--- src/rtl/imem_pkg.sv ---
`default_nettype none
// ============================================================================
//  Module      : imem_pkg
//  Description : Shared constants, loader state encoding and byte-lane helper
//                for the instruction-memory loader and its byte RAM.
//  Ports       : none (package)
//  Revision    : 1.0  initial release
// ============================================================================
package imem_pkg;

  localparam int IMEM_ADDR_W    = 8;
  localparam int IMEM_DEPTH     = 256;
  localparam int MAX_LOAD_WORDS = 64;

  typedef enum logic [1:0] {
    IDLE   = 2'd0,
    ACCEPT = 2'd1,
    WRITE  = 2'd2,
    DONE   = 2'd3
  } loader_state_e;

  // Little-endian lane select: k=0 is the least significant byte.
  function automatic logic [7:0] byte_of(input logic [31:0] word, input logic [1:0] k);
    return word[{k, 3'b000} +: 8];
  endfunction

endpackage
`default_nettype wire

--- src/rtl/imem_loader.sv ---
`default_nettype none
// ============================================================================
//  Module      : imem_loader
//  Description : Accepts 32-bit instruction words over a valid/ready stream
//                and writes each as four consecutive byte writes (LSB first)
//                into the instruction memory. busy stalls fetch during a load.
//  Ports       : clk, rst    - clock, synchronous active-high reset
//                start       - load request (sampled in IDLE only)
//                base_addr   - first byte address of the load
//                word_cnt    - words to load (saturates at 64)
//                in_valid    - in_word valid
//                in_word     - instruction word
//                in_ready    - loader accepts in_word this cycle
//                mem_we      - byte write strobe
//                mem_addr    - byte write address
//                mem_wdata   - byte write data
//                busy        - load in progress (fetch stall)
//                done        - one-cycle completion pulse
//  Revision    : 1.0  initial release
// ============================================================================
module imem_loader
  import imem_pkg::*;
#(
  parameter int ADDR_W = IMEM_ADDR_W,
  parameter int CNT_W  = 7
) (
  input  logic              clk,
  input  logic              rst,
  input  logic              start,
  input  logic [ADDR_W-1:0] base_addr,
  input  logic [CNT_W-1:0]  word_cnt,
  input  logic              in_valid,
  input  logic [31:0]       in_word,
  output logic              in_ready,
  output logic              mem_we,
  output logic [ADDR_W-1:0] mem_addr,
  output logic [7:0]        mem_wdata,
  output logic              busy,
  output logic              done
);

  localparam logic [CNT_W-1:0] MAX_CNT = CNT_W'(MAX_LOAD_WORDS);

  loader_state_e     state_q;
  logic [ADDR_W-1:0] ptr_q;      // address of the next byte to be presented
  logic [CNT_W-1:0]  remain_q;   // words still to be accepted
  logic [31:0]       word_q;
  logic [1:0]        byte_q;     // lane currently on mem_wdata
  logic [CNT_W-1:0]  load_cnt_d;

  assign load_cnt_d = (word_cnt > MAX_CNT) ? MAX_CNT : word_cnt;

  // All outputs are registered: each transition sets up the values the
  // outputs must show in the state being entered.
  always_ff @(posedge clk) begin
    if (rst) begin
      state_q   <= IDLE;
      ptr_q     <= '0;
      remain_q  <= '0;
      word_q    <= '0;
      byte_q    <= '0;
      in_ready  <= 1'b0;
      mem_we    <= 1'b0;
      mem_addr  <= '0;
      mem_wdata <= '0;
      busy      <= 1'b0;
      done      <= 1'b0;
    end else begin
      case (state_q)
        IDLE: begin
          if (start) begin
            ptr_q    <= base_addr;
            remain_q <= load_cnt_d;
            busy     <= 1'b1;
            if (load_cnt_d == '0) begin
              state_q <= DONE;
              done    <= 1'b1;
            end else begin
              state_q  <= ACCEPT;
              in_ready <= 1'b1;
            end
          end
        end

        ACCEPT: begin
          // in_ready is held high for the whole ACCEPT state.
          if (in_valid) begin
            word_q    <= in_word;
            byte_q    <= 2'd0;
            remain_q  <= remain_q - 1'b1;
            in_ready  <= 1'b0;
            mem_we    <= 1'b1;
            mem_addr  <= ptr_q;
            mem_wdata <= byte_of(in_word, 2'd0);
            ptr_q     <= ptr_q + 1'b1;
            state_q   <= WRITE;
          end
        end

        WRITE: begin
          if (byte_q == 2'd3) begin
            mem_we <= 1'b0;
            if (remain_q != '0) begin
              state_q  <= ACCEPT;
              in_ready <= 1'b1;
            end else begin
              state_q <= DONE;
              done    <= 1'b1;
            end
          end else begin
            byte_q    <= byte_q + 2'd1;
            mem_addr  <= ptr_q;
            mem_wdata <= byte_of(word_q, byte_q + 2'd1);
            ptr_q     <= ptr_q + 1'b1;
          end
        end

        DONE: begin
          done    <= 1'b0;
          busy    <= 1'b0;
          state_q <= IDLE;
        end

        default: state_q <= IDLE;
      endcase
    end
  end

endmodule
`default_nettype wire

--- config.mk ---
export PLATFORM = sky130hd
export DESIGN_NAME = imem_loader
export DESIGN_NICKNAME = d
export VERILOG_FILES = /design/src/rtl/imem_pkg.sv /design/src/rtl/imem_loader.sv
export SDC_FILE = /design/constraint.sdc
export NUM_CORES = 1
export LEC_CHECK = 0
export ABC_AREA = 1
export CAP_MARGIN = 20
export CORE_MARGIN = 2
export CORE_UTILIZATION = 25
export CTS_BUF_LIST = sky130_fd_sc_hd__clkbuf_4
export DETAILED_ROUTE_END_ITERATION = 8
export RECOVER_POWER = 100
export SYNTH_ARGS = -nofsm -noshare
export SYNTH_HDL_FRONTEND = slang
export SYNTH_SLANG_ARGS = --single-unit
--- constraint.sdc ---
create_clock -name clk -period 4.7 [get_ports clk]
set_input_delay 0.94 -clock clk [delete_from_list [all_inputs] [get_ports clk]]
set_output_delay 0.94 -clock clk [all_outputs]
set_load 0.05 [all_outputs]
==> parameters.txt <==
Parameter                              Value

Synthesis
  Netlist cell types    28
  Main flop type after synthesis    dfxtp_1
  Instance count of the mapped netlist    495
  Syn Std Cell Area    0.00337 mm2
  EDFF count, synth    0
  Main area contributors after synthesis    dfxtp_1 (42%), nor2_1 (14%), o21ai_0 (12%)
  Total of warnings raised by yosys    0
  Most instantiated library cell after synthesis    nor2_1
  Mean Syn Cell Area    6.81 um2
  Share of synthesized area occupied by flip-flops and latches    42.1%
  Most frequent cells after synthesis    nor2_1 (122), o21ai_0 (80), dfxtp_1 (71)
  Area share of the largest cell type after synthesis    42.1%
  Library cell with the largest summed area after synthesis    dfxtp_1
  Synth Net Count    553
  Async S/R FF share, synth    0%
  Count of state elements after synthesis    71

Clocking
  Number of buffers created by CTS    9
  Clock-pin slew reported for the worst setup and hold paths after clock tree synthesis    0.11 ns
  Resized cells post-CTS    0
  Root Buffer    clkbuf_4
  Maximum number of buffers from clock root to sink    2
  Insertion delay to the later sink of the worst-skew pair    0.43 ns
  # H-tree levels    3
  Clk sink count    71
  Cts-stage hold buffer count    0
  Post-CTS setup repair buffer count    0
  CTS tree    yes

STA
  Transition at the pin with the smallest max-transition slack    1.16 ns
  Minimum hold slack    0.496 ns
  Largest clock skew in the final design    0.0213 ns
  Final max-slew violation count    0
  Worst slew margin relative to its limit    22.5%
  Hold violation total from the final report    0
  Max Freq    303 MHz
  Final worst path period need    3.30 ns
  Setup repair after global routing missed its margin    no
  Number of setup violations in the final report    0
  Final TNS setup    0 ns
  Fraction of the cycle the final worst path needs    70.3%

GRT
  Via count of the first global-routing pass    3218
  Total GRT Usage    13.7%
  Maximum number of pins on one net before global-route repair    47
  Initial antenna violation count    0
  Total congestion overflow after global routing    0
  Wire length of the first global-routing pass    15800 um

Floorplanning
  Initial Util    25.6%
  Floorplan die area    0.0144 mm2
  Area of the placeable core    0.0132 mm2
  Count of standard-cell rows    42
  Horiz. Die Dim    120 um
  Die Ht    120 um
  Total I/O pin count    71

Cells and area
  Number of nets in the layout    615
  Inserted Diodes    0
  Area growth from synthesis to layout    28.7%
  Fraction of final layout cells with drive strength greater than 1    3.91%
  Number of fill cells in the layout    1382
  Post-route cell area    0.00434 mm2

Worst setup path
  Top cell by count, worst path    nor2_1
  Critical Path, Cell by Cell    dlygate4sd3_1 -> nand2_1 -> clkbuf_1 -> inv_1 -> nor2_1 -> nor2_1
  Endpoint arrival time on the critical path    3.61 ns
  Endpoint class of the critical path    register
  Largest fanout of any net on the critical path    33
  Critical Path Slowest Stage Cell    clkbuf_1
  R2r startpoint    state_q[1]$_SDFFE_PP0P_
  Largest stage delay on the critical path    0.86 ns
  Critical Path Start    in_valid
  Data required time at the worst endpoint    5.01 ns
  Path type of the worst setup path    in2reg
  Type of element launching the critical path    primary input

Power and ir drop
  Peak VDD IR    0.000299 V
  Static leakage    1.81 nW
  Power density of the placed cells    580 mW/mm2

Detailed routing
  Violation count after the first detailed-route iteration    212
  Final Routed Wirelength    9540 um
  DRC violation count after routing    0
  Mean routed wirelength per cell    12.9 um
  Length of the first detailed-routing pass in iterations    5
  Count of antenna-violating nets left after detailed routing    0
  Via density    4.63
  Detailed-route via count    3415

Min path
  Hold Crit Start    word_q[5]$_SDFFE_PP0P_
  Min-Delay Path Class    reg2reg

Placed design
  Placed cell areas    0.00421 mm2
  Detailed placement HPWL    6910 um
  # port buffers    70
  Gpl congestion    0.820

Job
  Count of maximum capacitance violations    0

Outcome
  Run status    complete, no violations
-- final cells by class --
type                    instances  area (um2)  share of cell area (%)
multi-input cells             363        1680                    38.8
inverters                      40         150                    3.46
well taps                     176         220                    5.07
clock buffers                   9        67.6                    1.56
repair buffers                 72         712                    16.4
flip-flops and latches         71        1420                    32.7
clock inverters                 7        87.6                    2.02
-- cells in the final DEF, fill, tap and decap left out --
cell | synthesis | layout
clkdlybuf4s50_1 | 0 | 48
a211oi_1 | 3 | 3
clkinv_2 | 0 | 3
dlygate4sd3_1 | 0 | 22
nand3_1 | 19 | 20
dfxtp_1 | 71 | 71
o22ai_1 | 9 | 9
o21ai_0 | 80 | 80
buf_4 | 5 | 1
clkinv_4 | 0 | 1
or2_2 | 3 | 3
a21oi_1 | 38 | 38
clkbuf_1 | 10 | 1
and3_1 | 1 | 1
nand4_1 | 3 | 3
inv_2 | 3 | 1
nor2_1 | 122 | 123
nor3_4 | 1 | 1
bufinv_16 | 0 | 2
mux2i_1 | 1 | 1
clkinv_1 | 1 | 2
clkbuf_4 | 0 | 9
nor3_1 | 2 | 2
nand2_2 | 2 | 1
a22oi_1 | 1 | 1
inv_1 | 36 | 38
nand3b_1 | 1 | 1
nand2_1 | 67 | 68
o31ai_1 | 1 | 1
ha_1 | 7 | 7
-- report_power, final --
| group | internal (mW) | total (mW) | switching [mW] |
|---|---|---|---|
| registers | 0.779 | 0.907 | 0.128 |
| clock network | 0.212 | 0.435 | 0.223 |
| logic | 0.399 | 1.18 | 0.778 |
| total | 1.39 | 2.52 | 1.13 |
-- registers in the layout (all words and copies together) (netlist names) --
| signal | cells |
|---|---|
| word_q | 32 |
| mem_addr | 8 |
| mem_wdata | 8 |
| ptr_q | 8 |
| remain_q | 7 |
| byte_q | 2 |
| state_q | 2 |
| busy | 1 |
| done | 1 |
| in_ready | 1 |
| mem_we | 1 |
-- cell families (layout without fill, tap and decap cells) --
family	after synthesis	count (layout)	synth area share, %
AO/OA/AOI/OAI	132	132	20.3
adder cells (fa/ha/maj)	7	7	2.60
buffers and inverters	61	128	7.53
flip-flops	71	71	42.1
multiplexers	1	1	0.297
AND/OR/NAND/NOR	223	223	27.2
-- critical path, delay by kind of cell --
family	cells	cell delay, ns
buffers and inverters	3	2.22
and+or+nand+nor	3	0.44
-- metrics by stage --
| stage | cells | worst slack [ns] | power, mW | utilization [%] |
|---|---|---|---|---|
| 6_report | 738 | 1.40 | 2.52 | 32.9 |
| 5_1_grt | 738 | 1.08 | 2.73 | 32.9 |
| 4_1_cts | 738 | 2.12 | 2.56 | 33.1 |
| 3_5_place_dp | 722 | 1.80 | 2.13 | 31.9 |
| 3_3_place_gp | 722 | 1.81 | 2.10 | 31.9 |
| 2_1_floorplan | 495 | 2.91 | 1.80 | - |
-- final timing paths --
check                           slack, ns                       to  depth (start not counted)
worst max-delay path                 1.40  word_q[15]$_SDFFE_PP0P_                          6
worst min-delay path                 0.50   word_q[5]$_SDFFE_PP0P_                          2
worst max register to register       1.64  word_q[15]$_SDFFE_PP0P_                          7
worst min register to register       0.50   word_q[5]$_SDFFE_PP0P_                          2
-- metal layers --
layer | up-vias | GRT usage (%) | share of wire [%]
met5 | - | 0 | 0
met3 | 16 | 2.28 | 4.3
met4 | 0 | 4.85 | 1.7
li1 | 1745 | - | -
met2 | 106 | 20.2 | 43
met1 | 1548 | 19.9 | 51
No activity file was read; power rests on OpenSTA's default activity.
